$ cat src/rtl/rf_write_ctrl_if.sv
`timescale 1ns/1ps
`default_nettype none
// ============================================================================
// Module   : rf_write_ctrl_if
// Purpose  : Bundles the writeback request, debug/loader handshake, register
//            file write-port and status signals of rf_write_ctrl.
// Modports : master - requester side (drives wb_* and dbg_valid/addr/data,
//                     observes dbg_ready, rf_*, cpu_hold, init_done, hold_err)
//            slave  - the controller (the reverse directions)
// Params   : DATA_W register data width, ADDR_W register address width
// Revision : 1.0 - initial release
// ============================================================================
interface rf_write_ctrl_if #(
  parameter int DATA_W = 32,
  parameter int ADDR_W = 5
);
  logic              wb_we;
  logic [ADDR_W-1:0] wb_addr;
  logic [DATA_W-1:0] wb_data;
  logic              dbg_valid;
  logic [ADDR_W-1:0] dbg_addr;
  logic [DATA_W-1:0] dbg_data;
  logic              dbg_ready;
  logic              rf_we;
  logic [ADDR_W-1:0] rf_waddr;
  logic [DATA_W-1:0] rf_wdata;
  logic              cpu_hold;
  logic              init_done;
  logic              hold_err;

  modport master (
    output wb_we, wb_addr, wb_data, dbg_valid, dbg_addr, dbg_data,
    input  dbg_ready, rf_we, rf_waddr, rf_wdata, cpu_hold, init_done, hold_err
  );

  modport slave (
    input  wb_we, wb_addr, wb_data, dbg_valid, dbg_addr, dbg_data,
    output dbg_ready, rf_we, rf_waddr, rf_wdata, cpu_hold, init_done, hold_err
  );
endinterface
`default_nettype wire

$ cat src/rtl/rf_write_ctrl.sv
`timescale 1ns/1ps
`default_nettype none
// ============================================================================
// Module   : rf_write_ctrl
// Purpose  : Shares the single register-file write port between the pipeline
//            writeback stage (highest priority) and a debug/loader port.
//            Writes to register 0 are suppressed. A debug request blocked for
//            STARVE_LIMIT consecutive cycles raises cpu_hold so the pipeline
//            yields the port. hold_err is sticky when writeback ignores hold.
// Ports    : clk  - clock, rising edge
//            rst  - asynchronous active-high reset
//            bus  - rf_write_ctrl_if.slave (writeback, debug handshake,
//                   register-file write port, cpu_hold/init_done/hold_err)
// Config   : RF_INIT_CLEAR_EN - when defined, every register is swept to
//            zero after reset (INIT state) before normal operation begins.
// Revision : 1.0 - initial release
// ============================================================================
module rf_write_ctrl #(
  parameter int DATA_W       = 32,
  parameter int ADDR_W       = 5,
  parameter int STARVE_LIMIT = 8
) (
  input  wire logic       clk,
  input  wire logic       rst,
  rf_write_ctrl_if.slave  bus
);

  localparam int NREG     = 2 ** ADDR_W;
  localparam int STARVE_W = 4;
  localparam logic [STARVE_W-1:0] STARVE_MAX = STARVE_W'(STARVE_LIMIT);

  logic                r_holdErr;
  logic [STARVE_W-1:0] r_starveCnt;
  logic                w_inInit;
  logic [ADDR_W-1:0]   w_initAddr;
  logic                w_dbgReady;
  logic                w_rfWe;
  logic [ADDR_W-1:0]   w_rfWaddr;
  logic [DATA_W-1:0]   w_rfWdata;
  logic                w_cpuHold;
  logic                w_initDone;

`ifdef RF_INIT_CLEAR_EN
  typedef enum logic [0:0] {
    S_INIT = 1'b0,
    S_RUN  = 1'b1
  } state_t;

  state_t            r_state;
  state_t            w_stateNext;
  logic [ADDR_W-1:0] r_initCnt;

  always_ff @(posedge clk or posedge rst) begin
    if (rst) begin
      r_state   <= S_INIT;
      r_initCnt <= '0;
    end else begin
      r_state <= w_stateNext;
      if (r_state == S_INIT) r_initCnt <= r_initCnt + ADDR_W'(1);
    end
  end

  always_comb begin
    w_stateNext = r_state;
    if (r_state == S_INIT && r_initCnt == ADDR_W'(NREG - 1)) w_stateNext = S_RUN;
  end

  assign w_inInit   = (r_state == S_INIT);
  assign w_initAddr = r_initCnt;
`else
  // Without the clear sweep the block is permanently in its run behaviour.
  assign w_inInit   = 1'b0;
  assign w_initAddr = '0;
`endif

  // Write-port mux: writeback first, then debug. Register 0 is hard-wired,
  // so its writes are dropped at the port while the transfer still completes.
  always_comb begin
    w_dbgReady = 1'b0;
    w_rfWe     = 1'b0;
    w_rfWaddr  = '0;
    w_rfWdata  = '0;
    w_cpuHold  = (r_starveCnt == STARVE_MAX);
    w_initDone = 1'b1;
    if (w_inInit) begin
      w_rfWe     = 1'b1;
      w_rfWaddr  = w_initAddr;
      w_cpuHold  = 1'b1;
      w_initDone = 1'b0;
    end else begin
      w_dbgReady = bus.dbg_valid & ~bus.wb_we;
      if (bus.wb_we) begin
        w_rfWe    = |bus.wb_addr;
        w_rfWaddr = bus.wb_addr;
        w_rfWdata = bus.wb_data;
      end else if (bus.dbg_valid) begin
        w_rfWe    = |bus.dbg_addr;
        w_rfWaddr = bus.dbg_addr;
        w_rfWdata = bus.dbg_data;
      end
    end
  end

  // Consecutive-blocked-cycle counter; saturation is what raises cpu_hold.
  always_ff @(posedge clk or posedge rst) begin
    if (rst) begin
      r_starveCnt <= '0;
    end else if (w_inInit) begin
      r_starveCnt <= '0;
    end else if (bus.dbg_valid & ~w_dbgReady) begin
      if (r_starveCnt != STARVE_MAX) r_starveCnt <= r_starveCnt + STARVE_W'(1);
    end else begin
      r_starveCnt <= '0;
    end
  end

  // Sticky protocol-violation flag: writeback issued while told to hold.
  always_ff @(posedge clk or posedge rst) begin
    if (rst) begin
      r_holdErr <= 1'b0;
    end else if (bus.wb_we & w_cpuHold) begin
      r_holdErr <= 1'b1;
    end
  end

  assign bus.dbg_ready = w_dbgReady;
  assign bus.rf_we     = w_rfWe;
  assign bus.rf_waddr  = w_rfWaddr;
  assign bus.rf_wdata  = w_rfWdata;
  assign bus.cpu_hold  = w_cpuHold;
  assign bus.init_done = w_initDone;
  assign bus.hold_err  = r_holdErr;

endmodule
`default_nettype wire

$ cat src/flat_wrapper.sv
// flat-port wrapper written by rule: the top's interface ports become plain ports
module rf_write_ctrl_flat 
#(
  parameter int DATA_W       = 32,
  parameter int ADDR_W       = 5,
  parameter int STARVE_LIMIT = 8
)
  (clk, rst, bus_wb_we, bus_wb_addr, bus_wb_data, bus_dbg_valid, bus_dbg_addr, bus_dbg_data, bus_dbg_ready, bus_rf_we, bus_rf_waddr, bus_rf_wdata, bus_cpu_hold, bus_init_done, bus_hold_err);
  rf_write_ctrl_if #(.DATA_W(DATA_W), .ADDR_W(ADDR_W)) bus_i ();
  input  wire logic clk;
  input  wire logic rst;
  input wire logic [$bits(bus_i.wb_we)-1:0] bus_wb_we;
  input wire logic [$bits(bus_i.wb_addr)-1:0] bus_wb_addr;
  input wire logic [$bits(bus_i.wb_data)-1:0] bus_wb_data;
  input wire logic [$bits(bus_i.dbg_valid)-1:0] bus_dbg_valid;
  input wire logic [$bits(bus_i.dbg_addr)-1:0] bus_dbg_addr;
  input wire logic [$bits(bus_i.dbg_data)-1:0] bus_dbg_data;
  output wire logic [$bits(bus_i.dbg_ready)-1:0] bus_dbg_ready;
  output wire logic [$bits(bus_i.rf_we)-1:0] bus_rf_we;
  output wire logic [$bits(bus_i.rf_waddr)-1:0] bus_rf_waddr;
  output wire logic [$bits(bus_i.rf_wdata)-1:0] bus_rf_wdata;
  output wire logic [$bits(bus_i.cpu_hold)-1:0] bus_cpu_hold;
  output wire logic [$bits(bus_i.init_done)-1:0] bus_init_done;
  output wire logic [$bits(bus_i.hold_err)-1:0] bus_hold_err;
  assign bus_i.wb_we = bus_wb_we;
  assign bus_i.wb_addr = bus_wb_addr;
  assign bus_i.wb_data = bus_wb_data;
  assign bus_i.dbg_valid = bus_dbg_valid;
  assign bus_i.dbg_addr = bus_dbg_addr;
  assign bus_i.dbg_data = bus_dbg_data;
  assign bus_dbg_ready = bus_i.dbg_ready;
  assign bus_rf_we = bus_i.rf_we;
  assign bus_rf_waddr = bus_i.rf_waddr;
  assign bus_rf_wdata = bus_i.rf_wdata;
  assign bus_cpu_hold = bus_i.cpu_hold;
  assign bus_init_done = bus_i.init_done;
  assign bus_hold_err = bus_i.hold_err;
  rf_write_ctrl #(.DATA_W(DATA_W), .ADDR_W(ADDR_W), .STARVE_LIMIT(STARVE_LIMIT)) u_core (.clk(clk), .rst(rst), .bus(bus_i));
endmodule
$ cat config.mk
export PLATFORM = sky130hd
export DESIGN_NAME = rf_write_ctrl_flat
export DESIGN_NICKNAME = d
export VERILOG_FILES = /design/src/rtl/rf_write_ctrl_if.sv /design/src/rtl/rf_write_ctrl.sv /design/src/flat_wrapper.sv
export SDC_FILE = /design/constraint.sdc
export NUM_CORES = 1
export LEC_CHECK = 0
export CAP_MARGIN = 15
export CORE_AREA = 4 4 65 67
export DETAILED_ROUTE_END_ITERATION = 10
export DIE_AREA = 0 0 69 71
export GPL_TIMING_DRIVEN = 0
export PLACE_DENSITY = 0.79
export SKIP_LAST_GASP = 1
export SYNTH_ARGS = -nofsm -noshare
export SYNTH_HDL_FRONTEND = slang
export SYNTH_SLANG_ARGS = --single-unit
$ cat constraint.sdc
create_clock -name clk -period 1.3 [get_ports clk]
set_clock_uncertainty 0.2 [all_clocks]
set_input_delay 0.26 -clock clk [delete_from_list [all_inputs] [get_ports clk]]
set_output_delay 0.26 -clock clk [all_outputs]
set_load 0.01 [all_outputs]
* Word-level counts from Yosys, hierarchy flattened
Cells that the tools add are included.
Operators by class: $add $sub $neg 1, order comparisons 0, divide/modulo/power cells 0, eq/ne operators 3, shifts and indexed selects 0, reductions and logical operators 2, muxes and demuxes 8, multiply operators 0, bitwise gates (word level) 5
Operator list (number):
- 32-bit two-way mux | 2
- 5-bit two-way mux | 2
- 5-bit OR reduction | 2
- 4-bit two-way mux | 2
- 4-bit by 1-bit adder with 4-bit output, second input constant | 1
- 4-bit == test, second input constant | 1
- 4-bit != test, second input constant | 1
- 1-bit AND | 3
- 1-bit two-way mux | 2
- 2-bit != test, second input constant | 1
- 1-bit NOT | 2
Word-level totals: memory bits (read-only) 0, bits in latches 0, memory bits (writable) 0, word-level logic and storage cells 21, register bits 5, input bits 78, memories 0, output and inout port bits 42

* Depth between registers and ports, before layout
word-level depth 5, mapped depth 6, depth with buffers taken out 5

* Worst setup path before layout
OpenSTA, ideal clock, no wires.
kind input -> output, start point in bus_dbg_addr[1], end point out bus_rf_we, stages 3, data required time 840 ps, data arrival time 979 ps, setup slack -139 ps, cells stage by stage or4_1 o21ai_1 nand2_1
Between the ends: cells in the longest elaborated chain, start to end 3
RTL lines:
- start: declaration | RTL line flat_wrapper.sv:16 | input wire logic [$bits(bus_i.dbg_addr)-1:0] bus_dbg_addr;
- 5-bit OR reduction | RTL line rf_write_ctrl.sv:97 | w_rfWe = |bus.dbg_addr;
- 1-bit two-way mux | RTL line rf_write_ctrl.sv:96 | end else if (bus.dbg_valid) begin
- 1-bit two-way mux | RTL line rf_write_ctrl.sv:92 | if (bus.wb_we) begin
- end: declaration | RTL line flat_wrapper.sv:19 | output wire logic [$bits(bus_i.rf_we)-1:0] bus_rf_we;
No other way between the ends.

* Final worst setup path
start point in bus_wb_addr[1], end point out bus_rf_we
Between the ends: cells in the longest elaborated chain, start to end 2
RTL lines:
- start: declaration | RTL line flat_wrapper.sv:13 | input wire logic [$bits(bus_i.wb_addr)-1:0] bus_wb_addr;
- 5-bit OR reduction | RTL line rf_write_ctrl.sv:93 | w_rfWe = |bus.wb_addr;
- 1-bit two-way mux | RTL line rf_write_ctrl.sv:92
No other way between the ends.

==> results.txt <==
----------------------------------------------------
[Layout]
  Syn-to-layout area delta ... 189%
  Post-route insts no fill ... 259
  Leading cell type in the layout, fill and taps excluded ... clkdlybuf4s50_1
  Ratio of cells with drive above 1 in the final layout ... 40.3%
  Filler Cell Count ... 364
  Post-Route Utilization ... 53.8%
  Net count, final ... 292
  Final antenna diode count ... 0
  Highest-count cells in the layout ignoring fill and taps ... clkdlybuf4s50_1 (61), buf_2 (39), a22o_1 (36)

[Power and ir drop]
  Power Dens Cells ... 542 nW/um^2
  Share of total power in combinational logic ... 56.8%
  Sequential power share ... 15.5%
  Peak VDD IR ... 0.238 mV
  Static power due to leakage ... 0.952 nW
  Internal Dissipation ... 0.759 mW
  Clock Power Share ... 27.8%
  Switching share of power ... 28.3%
  Total net switching power ... 0.300 mW

[Yosys]
  Prevailing post-synth register cell ... dfrtp_1
  Post-synth EDFFs ... 0
  Async set-or-reset flop fraction in the synthesized netlist ... 100%
  Cells taking the most area after synthesis ... a22o_1 (47%), dfrtp_1 (18%), ha_1 (3.7%)
  Number of instances in the synthesized netlist ... 79
  Fraction of post-synthesis cell area in the top cell type by area ... 46.6%
  Cell Area, Synth ... 677 sq um
  Post-synthesis cell type with the largest combined area ... a22o_1
  Average cell area after synthesis ... 8.57 sq um
  Portion of the post-synthesis area used by sequential elements ... 18.5%
  Number of synthesized register bits ... 5
  Warnings from Yosys ... 0
  Synth unique cells ... 21
  Net count after synthesis ... 159

[GRT]
  Number of antenna violations at the first check in global routing ... 0
  First-pass GRT wire length ... 5.79 mm
  Via count of the first global-routing pass ... 1272
  Total global-route track usage ... 14.2%
  Remaining global-route overflow ... 0
  Maximum number of pins on one net before global-route repair ... 11

[Setup path]
  Type of element capturing the critical path ... output port
  Critical path cell sequence ... buf_2 -> or4_1 -> o21ai_1 -> nand2_1 -> buf_2
  Arrival @ worst endpoint ... 1.22 ns
  Worst setup path class ... input pin to output port
  Cell type of the slowest stage on the worst timing path ... or4_1
  FF-to-FF path depth ... 6
  Critical R2R Launch ... u_core.r_starveCnt[0]
  Cell repeated most along the worst path ... buf_2
  R2R Path End ... u_core.r_starveCnt[1]
  Required time of the worst setup path ... 0.84 ns
  Flop-to-flop setup slack ... -0.18 ns
  Maximum cell stage delay along the critical path ... 0.51 ns
  Worst Setup Start Kind ... input pin
  Cell family contributing the most delay on the critical path ... simple AND/OR/NAND/NOR gates
  Logic depth of the worst path, buffers included ... 5
  Peak fanout along the critical path ... 2
  Launching element of the worst setup path ... bus_wb_addr[1]
  Capture point of the critical path ... bus_rf_we
  Buffering stage count on the worst path with inverters included ... 2

[STA]
  Max Clk Rate ... 0.596 GHz
  Setup violators final ... 42
  Final cycle utilization of the critical path ... 129%
  Clock period minus final worst setup slack ... 1.68 ns
  Number of max-slew violations in the final report ... 0
  RSZ-0062 raised after global routing ... true
  Count of endpoints failing hold in the final timing report ... 0
  Fin worst setup slack ... -0.377 ns
  Final hold slack ... 0.0409 ns

[Floorplanning]
  Initial core utilization ... 18.6%
  Die W ... 69 um
  CORE AREA ... 3630 sq um
  Floorplan row count ... 22
  DIE AREA ... 4900 sq um
  Die boundary height ... 71 um
  Count of boundary I/O pins ... 120

[Clock network]
  Clock Path Buffers ... 2
  Number of buffers added by the clock tree synthesis step ... 3
  CTS tree ... built
  Maximum level of the CTS H-tree ... 1
  CTS Sinks ... 5
  Worst skew pair latency ... 0.22 ns
  Clock tree root buffer cell ... clkbuf_8
  Worst-path clk slew ... 0.04 ns

[Outcome]
  Violations in the final reports ... setup timing
  Result of the run ... finished, violations left

[Routing]
  Number of remaining DRC errors ... 0
  Total vias in the final route ... 1192
  Post-detailed-route wirelength per cell ... 14.7 um
  TritonRoute pass-1 iters ... 6
  Number of design-rule violations left by the first detailed-router iteration ... 28
  Via-per-instance ratio ... 4.60
  Routed Antenna Nets ... 0
  WL final ... 3.80 mm

[Place]
  Detailed-placement wirelength estimate ... 3.05 mm
  Port Buffer Count ... 117
  Total instance count after detailed placement ... 244
  Final Wtd Congestion ... 0.717

[Run]
  Max-cap violation count ... 0

[Worst hold path]
  Worst Hold Class ... input pin to asynchronous set/reset pin

----------------------------------------------------
sequential cells by signal (all words and copies together) (netlist names):
| register | flops |
|---|---|
| u_core.r_starveCnt | 4 |
| u_core.bus.hold_err | 1 |
power groups by stage:
| stage | Combinational [mW] | Sequential (mW) | Clock (mW) |
|---|---|---|---|
| 2_1_floorplan | 0.207 | 0.167 | 0 |
| 3_3_place_gp | 0.643 | 0.166 | 0 |
| 3_5_place_dp | 0.648 | 0.166 | 0 |
| 4_1_cts | 0.598 | 0.164 | 0.299 |
| 5_1_grt | 0.646 | 0.164 | 0.310 |
| 6_report | 0.601 | 0.164 | 0.294 |
routing by layer:
layer,track usage (%),up-vias,routed length (um)
met3,3.55,2,366
met2,26.7,81,1920
met5,0,-,0
li1,-,573,-
met4,3.90,0,19
met1,15.9,536,1500
worst min-delay path by stage:
stage	to	depth (start not counted)
2_1_floorplan	u_core.bus.hold_err	1
3_3_place_gp	u_core.bus.hold_err	1
3_5_place_dp	u_core.bus.hold_err	1
4_1_cts	u_core.r_starveCnt[0]	2
5_1_grt	u_core.r_starveCnt[2]	2
6_report	u_core.r_starveCnt[0]	2
cells by family (layout without fill, tap and decap cells):
logic type | count (synthesis) | after routing | share of synthesized area, %
muxes | 1 | 1 | 1.48
xor gates and xnor gates | 3 | 3 | 3.88
DFF | 5 | 5 | 18.5
other | 1 | 1 | 0.554
AOI/OAI and AO/OA | 40 | 40 | 49.9
buffers and inverters | 14 | 146 | 11.8
and+or+nand+nor | 13 | 13 | 10.2
adders and majority gates | 2 | 2 | 3.70
per-stage QoR:
step / worst slack, ns / setup TNS, ns / total power, mW / cell area (sq um)
after CTS: -0.379 / -8.22 / 1.06 / 1940
after detailed placement: -1.11 / -39.95 / 0.814 / 1950
after global routing: -0.378 / -9.23 / 1.12 / 1950
after floorplan: -0.139 / -1.35 / 0.374 / 714
after global placement: -1.11 / -39.35 / 0.809 / 1950
final: -0.377 / -7.84 / 1.06 / 1950
cell usage after synthesis, drive strengths merged, types with 2 or more instances:
library cell,number
a22o,36
buf,8
dfrtp,5
nand2,4
clkbuf,3
inv,3
nor2,3
o21ai,3
ha,2
or4,2
xnor2,2
timing repair:
item / in CTS / in global routing
gates cloned: 3 / 0
hold buffers: 0 / 0
setup buffers: 7 / 3
pin swaps: 13 / 7
gates resized for setup: 225 / 12
endpoints found under the setup margin: 45 / 45
final cells by class:
class | instances | area, sq um | share of cell area [%]
Multi-Input combinational cell | 60 | 514 | 26.3
Inverter | 3 | 11.3 | 0.577
Sequential cell | 5 | 125 | 6.41
Tap cell | 48 | 60.1 | 3.07
Buffer | 9 | 93.8 | 4.80
Timing Repair Buffer | 130 | 1100 | 56.5
Clock buffer | 4 | 45.0 | 2.31
Note: power is estimated with default switching activity, not from simulation.
==> edit 1, RTL diff (config.mk and constraints unchanged) <==
Build with the macro `RF_INIT_CLEAR_EN` defined.
--- a/src/rtl/rf_write_ctrl.sv
+++ b/src/rtl/rf_write_ctrl.sv
@@ -17,2 +17,4 @@
 // ============================================================================
+`define RF_INIT_CLEAR_EN
+
 module rf_write_ctrl #(
Check against the original RTL: not equivalent (a bounded check fails within 4 cycles, from zero or initial values and one cycle with rst high).
==> edit 1 against the original RTL <==
  * Critical path depth grew 2
  * Design area is 36% higher
  * Hold slack better by 55 ps
  * Largest power group unchanged
  * Sequential share of layout area increased by 4.0 points
  * First-iteration DRC count shrank 3.6%
  * Power up 25%
  * Area after synthesis rose by 53%
  * Worst setup slack got worse by 240 ps
  * Routed wire length rose by 43%
  * Sequential cell count grew 6
  * Synthesized cell count grew 39%
  * Critical endpoint is now bus_rf_wdata[19]
  * The run still ends with setup timing left
==> edit 1: results (changes against the original RTL) <==
stage;metric;value;unit;change
drt;DRT met1 WL;2090;µm;+39%
pwr;pwr/cell area;500;nW/µm²;-7.8%
drt;Starting DRT DRC Count;27;;-3.6%
layout;share of cells above drive strength 1;46.6;%;+6.3 points
worst_setup_path;Critical Path AT;1450;ps;+230 ps
status;failing checks;setup timing;;
pwr;leak pwr;0.00125;µW;+31%
worst_setup_path;Setup crit start;u_core.r_state;;
worst_setup_path;Worst R2R Setup Slack;-360;ps;-180 ps
drt;vias per inst;4.83;;+5.0%
worst_setup_path;CP max stage cell;dfrtp_1;;
sta;Fin Setup TNS;-25220;ps;-17380 ps
place;DP Area;2320;µm²;+19%
sta;setup slack after layout;-614;ps;-237 ps
drt;met3 wire len;343;µm;-6.3%
worst_setup_path;Crit path largest cell delay;380;ps;-130 ps
clock_network;cells resized by post-CTS repair;216;;-4.0%
grt;number of global-route vias before repair;1544;;+21%
layout;non-filler cells, final;310;;+20%
status;outcome;finished, violations left;;
worst_setup_path;r2r worst-path depth;7;;+1
yosys;Seq/Total Area, Yosys;26.6;%;+8.1 points
place;placed insts;276;;+13%
place;Setup Slack @ Placement;-1210;ps;-96.5 ps
drt;Wirelength per Cell;17.5;µm;+19%
grt;met3 Resource Use GR;4.55;%;+0.99 points
sta;final setup fails;52;;+24%
clock_network;# Post-CTS Setup Buffers;22;;+15
grt;met1 Track Usage GR;22.6;%;+6.7 points
yosys;Synth top cells by count;a22o_1, dfrtp_1, nor2_1;;
grt;largest net degree at the start of global routing;12;;+1
clock_network;H-tree depth;1;;unchanged
pwr;Peak VDD IR;0.000918;V;+290%
yosys;Post-Syn Instances;110;;+39%
worst_setup_path;CP max FO;5;;+3
worst_setup_path;capture point of the worst path;bus_rf_wdata[19];;
grt;global-route wire length before repair;7820;µm;+35%
yosys;Syn Nets;192;;+21%
clock_network;CTS Buffer Depth;2;;unchanged
yosys;ranking of synthesized cells by area;a22o_1, dfrtp_1, buf_6;;
grt;Total GRT Usage;19.5;%;+5.3 points
layout;number of flip-flops in the largest register;5;;+1
hold_path;Worst Hold Class;input port to flop;;
place;RePlAce Congestion;0.780;;+8.7%
grt;met2 global-route usage;36.3;%;+9.6 points
drt;DR pass1 iterations;4;;-2
layout;final-stage net count;345;;+18%
place;estimated wirelength of the detail-placed design;3730;µm;+22%
place;number of buffers added on ports;118;;+0.85%
layout;# fillers;290;;-20%
sta;WHS;95.8;ps;+54.9 ps
## edit 1: final cells by class
class                           instances  share of cell area [%]
Timing Repair Buffer                  149                    49.2
Multi-Input combinational cell         85                    31.6
Sequential cell                        11                    10.4
Buffer                                  9                    4.29
Tap cell                               48                    2.26
Clock buffer                            4                    1.70
Inverter                                4                   0.566
## edit 1: power by group
| group | internal (µW) | total (µW) | switching, µW |
|---|---|---|---|
| Combinational | 402 | 638 | 236 |
| Sequential | 346 | 348 | 2.64 |
| Clock | 215 | 340 | 125 |
## edit 1: cells by family (layout without fill, tap and decap cells)
| group | after synthesis | in the layout | share of synthesized area [%] |
|---|---|---|---|
| buf+inv | 14 | 166 | 10.6 |
| compound gates | 43 | 43 | 33.9 |
| xor+xnor | 6 | 6 | 5.08 |
| flops | 11 | 11 | 26.6 |
| fa+ha+maj | 4 | 4 | 4.84 |
| simple gates | 29 | 29 | 15.8 |
| mux | 3 | 3 | 3.14 |
==> edit 2, RTL diff (same flow settings) <==
Without the edit above. `DATA_W` is set to 32 in 3 places; all go to 24.
--- a/src/rtl/rf_write_ctrl_if.sv
+++ b/src/rtl/rf_write_ctrl_if.sv
@@ -13,3 +13,3 @@
 interface rf_write_ctrl_if #(
-  parameter int DATA_W = 32,
+  parameter int DATA_W = 24,
   parameter int ADDR_W = 5
--- a/src/rtl/rf_write_ctrl.sv
+++ b/src/rtl/rf_write_ctrl.sv
@@ -18,3 +18,3 @@
 module rf_write_ctrl #(
-  parameter int DATA_W       = 32,
+  parameter int DATA_W       = 24,
   parameter int ADDR_W       = 5,
--- a/src/flat_wrapper.sv
+++ b/src/flat_wrapper.sv
@@ -3,3 +3,3 @@
 #(
-  parameter int DATA_W       = 32,
+  parameter int DATA_W       = 24,
   parameter int ADDR_W       = 5,
Interface: changed (resized bus_dbg_data, bus_rf_wdata and bus_wb_data); port bits go from 120 to 96. The function was not compared with the original's and may differ.
==> edit 2 against the original RTL <==
  * Count of clock-buffer cells in the layout is the same
  * The flow still finishes with violations (setup timing)
  * Design area shrank 11%
  * Power shrank 10%
  * Worst setup slack gained 20 ps
  * Combinational power shrank 17%
  * Sequential share of layout area grew 0.80 points
  * Routed wire length shrank 6.4%
  * Area after synthesis shrank 14%
  * Final cell count shrank 10%
  * Sequential cell count is the same
  * Maximum frequency grew 1.2%
  * Hold slack lost 9.5 ps
  * Non-clock buffer count shrank 18
==> edit 2: results (changes against the original RTL) <==
stage;metric;value;unit;change
status;outcome;finished, violations left;;
status;failing checks;setup timing;;
grt;met1 Track Usage GR;15.0;%;-0.93 points
worst_setup_path;Crit path largest cell delay;430;ps;-80 ps
sta;Fin Setup TNS;-6070;ps;+1780 ps
worst_setup_path;CP max stage cell;or4_4;;
sta;final setup fails;36;;-14%
drt;Total Wirelength;3560;µm;-6.4%
grt;number of global-route vias before repair;1044;;-18%
yosys;Synth Area in Compound Gates;46.1;%;-3.8 points
place;number of buffers added on ports;93;;-21%
worst_setup_path;Critical Path AT;1200;ps;-20 ps
yosys;Seq/Total Area, Yosys;21.6;%;+3.1 points
layout;final-stage net count;250;;-14%
sta;setup slack after layout;-357;ps;+20.3 ps
yosys;Post-Synth XOR/XNOR Area;4.53;%;+0.64 points
grt;Total GRT Usage;12.9;%;-1.4 points
yosys;adder-cell share of the synthesized area;4.31;%;+0.61 points
yosys;Syn Nets;133;;-16%
place;RePlAce Congestion;0.743;;+3.6%
yosys;Unique masters post-synth;20;;-4.8%
pwr;Peak VDD IR;0.000205;V;-14%
yosys;ranking of synthesized cells by area;a22o_1, dfrtp_1, buf_2;;
yosys;mux contribution to synthesized area;1.72;%;+0.25 points
grt;met2 global-route usage;23.9;%;-2.8 points
-- edit 2: cell count changes after synthesis --
cell,before,now
nor2b_1,0,1
buf_4,2,1
clkbuf_1,3,2
buf_6,2,0
nor2b_2,1,0
a22o_1,36,28
buf_2,4,6
-- edit 2: worst max path at each step --
| stage | startpoint | end | slack [ps] | cells past startpoint |
|---|---|---|---|---|
| 3_5_place_dp | bus_dbg_addr[0] | bus_rf_we | -1040 | 5 |
| 6_report | bus_dbg_addr[0] | bus_rf_we | -360 | 5 |
| 4_1_cts | bus_dbg_addr[1] | bus_rf_we | -350 | 5 |
| 5_1_grt | bus_dbg_addr[0] | bus_rf_we | -410 | 5 |
| 3_3_place_gp | bus_dbg_addr[1] | bus_rf_we | -1040 | 5 |
| 2_1_floorplan | bus_dbg_addr[1] | bus_rf_we | -140 | 3 |
-- edit 2: layer usage --
metal	vias to the layer above	part of all wire, %
met5	-	0
met2	49	53
met3	2	6.6
met1	474	40
li1	499	-
met4	0	0.51
-- edit 2: through the flow --
stage	instance area (µm²)	std cells	hold WS, ps
2_1_floorplan	632	69	-161
3_3_place_gp	1620	210	241
3_5_place_dp	1620	210	248
4_1_cts	1670	230	29.9
5_1_grt	1740	233	62.1
6_report	1740	233	31.3
-- edit 2: layout make-up --
class,instances,area (µm²),area share (%)
buffer,7,80.1,4.61
multi-input combinational,52,458,26.4
clock buffer,4,45.0,2.59
sequential,5,125,7.20
timing repair buffer,114,957,55.1
inverter,3,11.3,0.648
tap,48,60.1,3.46
-- edit 2: what timing repair did --
action                                  4_1_cts  5_1_grt
pin swaps                                    23       13
cloned                                        3        1
setup buffers                                16        3
gates resized for setup                     214       15
endpoints found under the setup margin       37       36
hold buffers                                  0        0
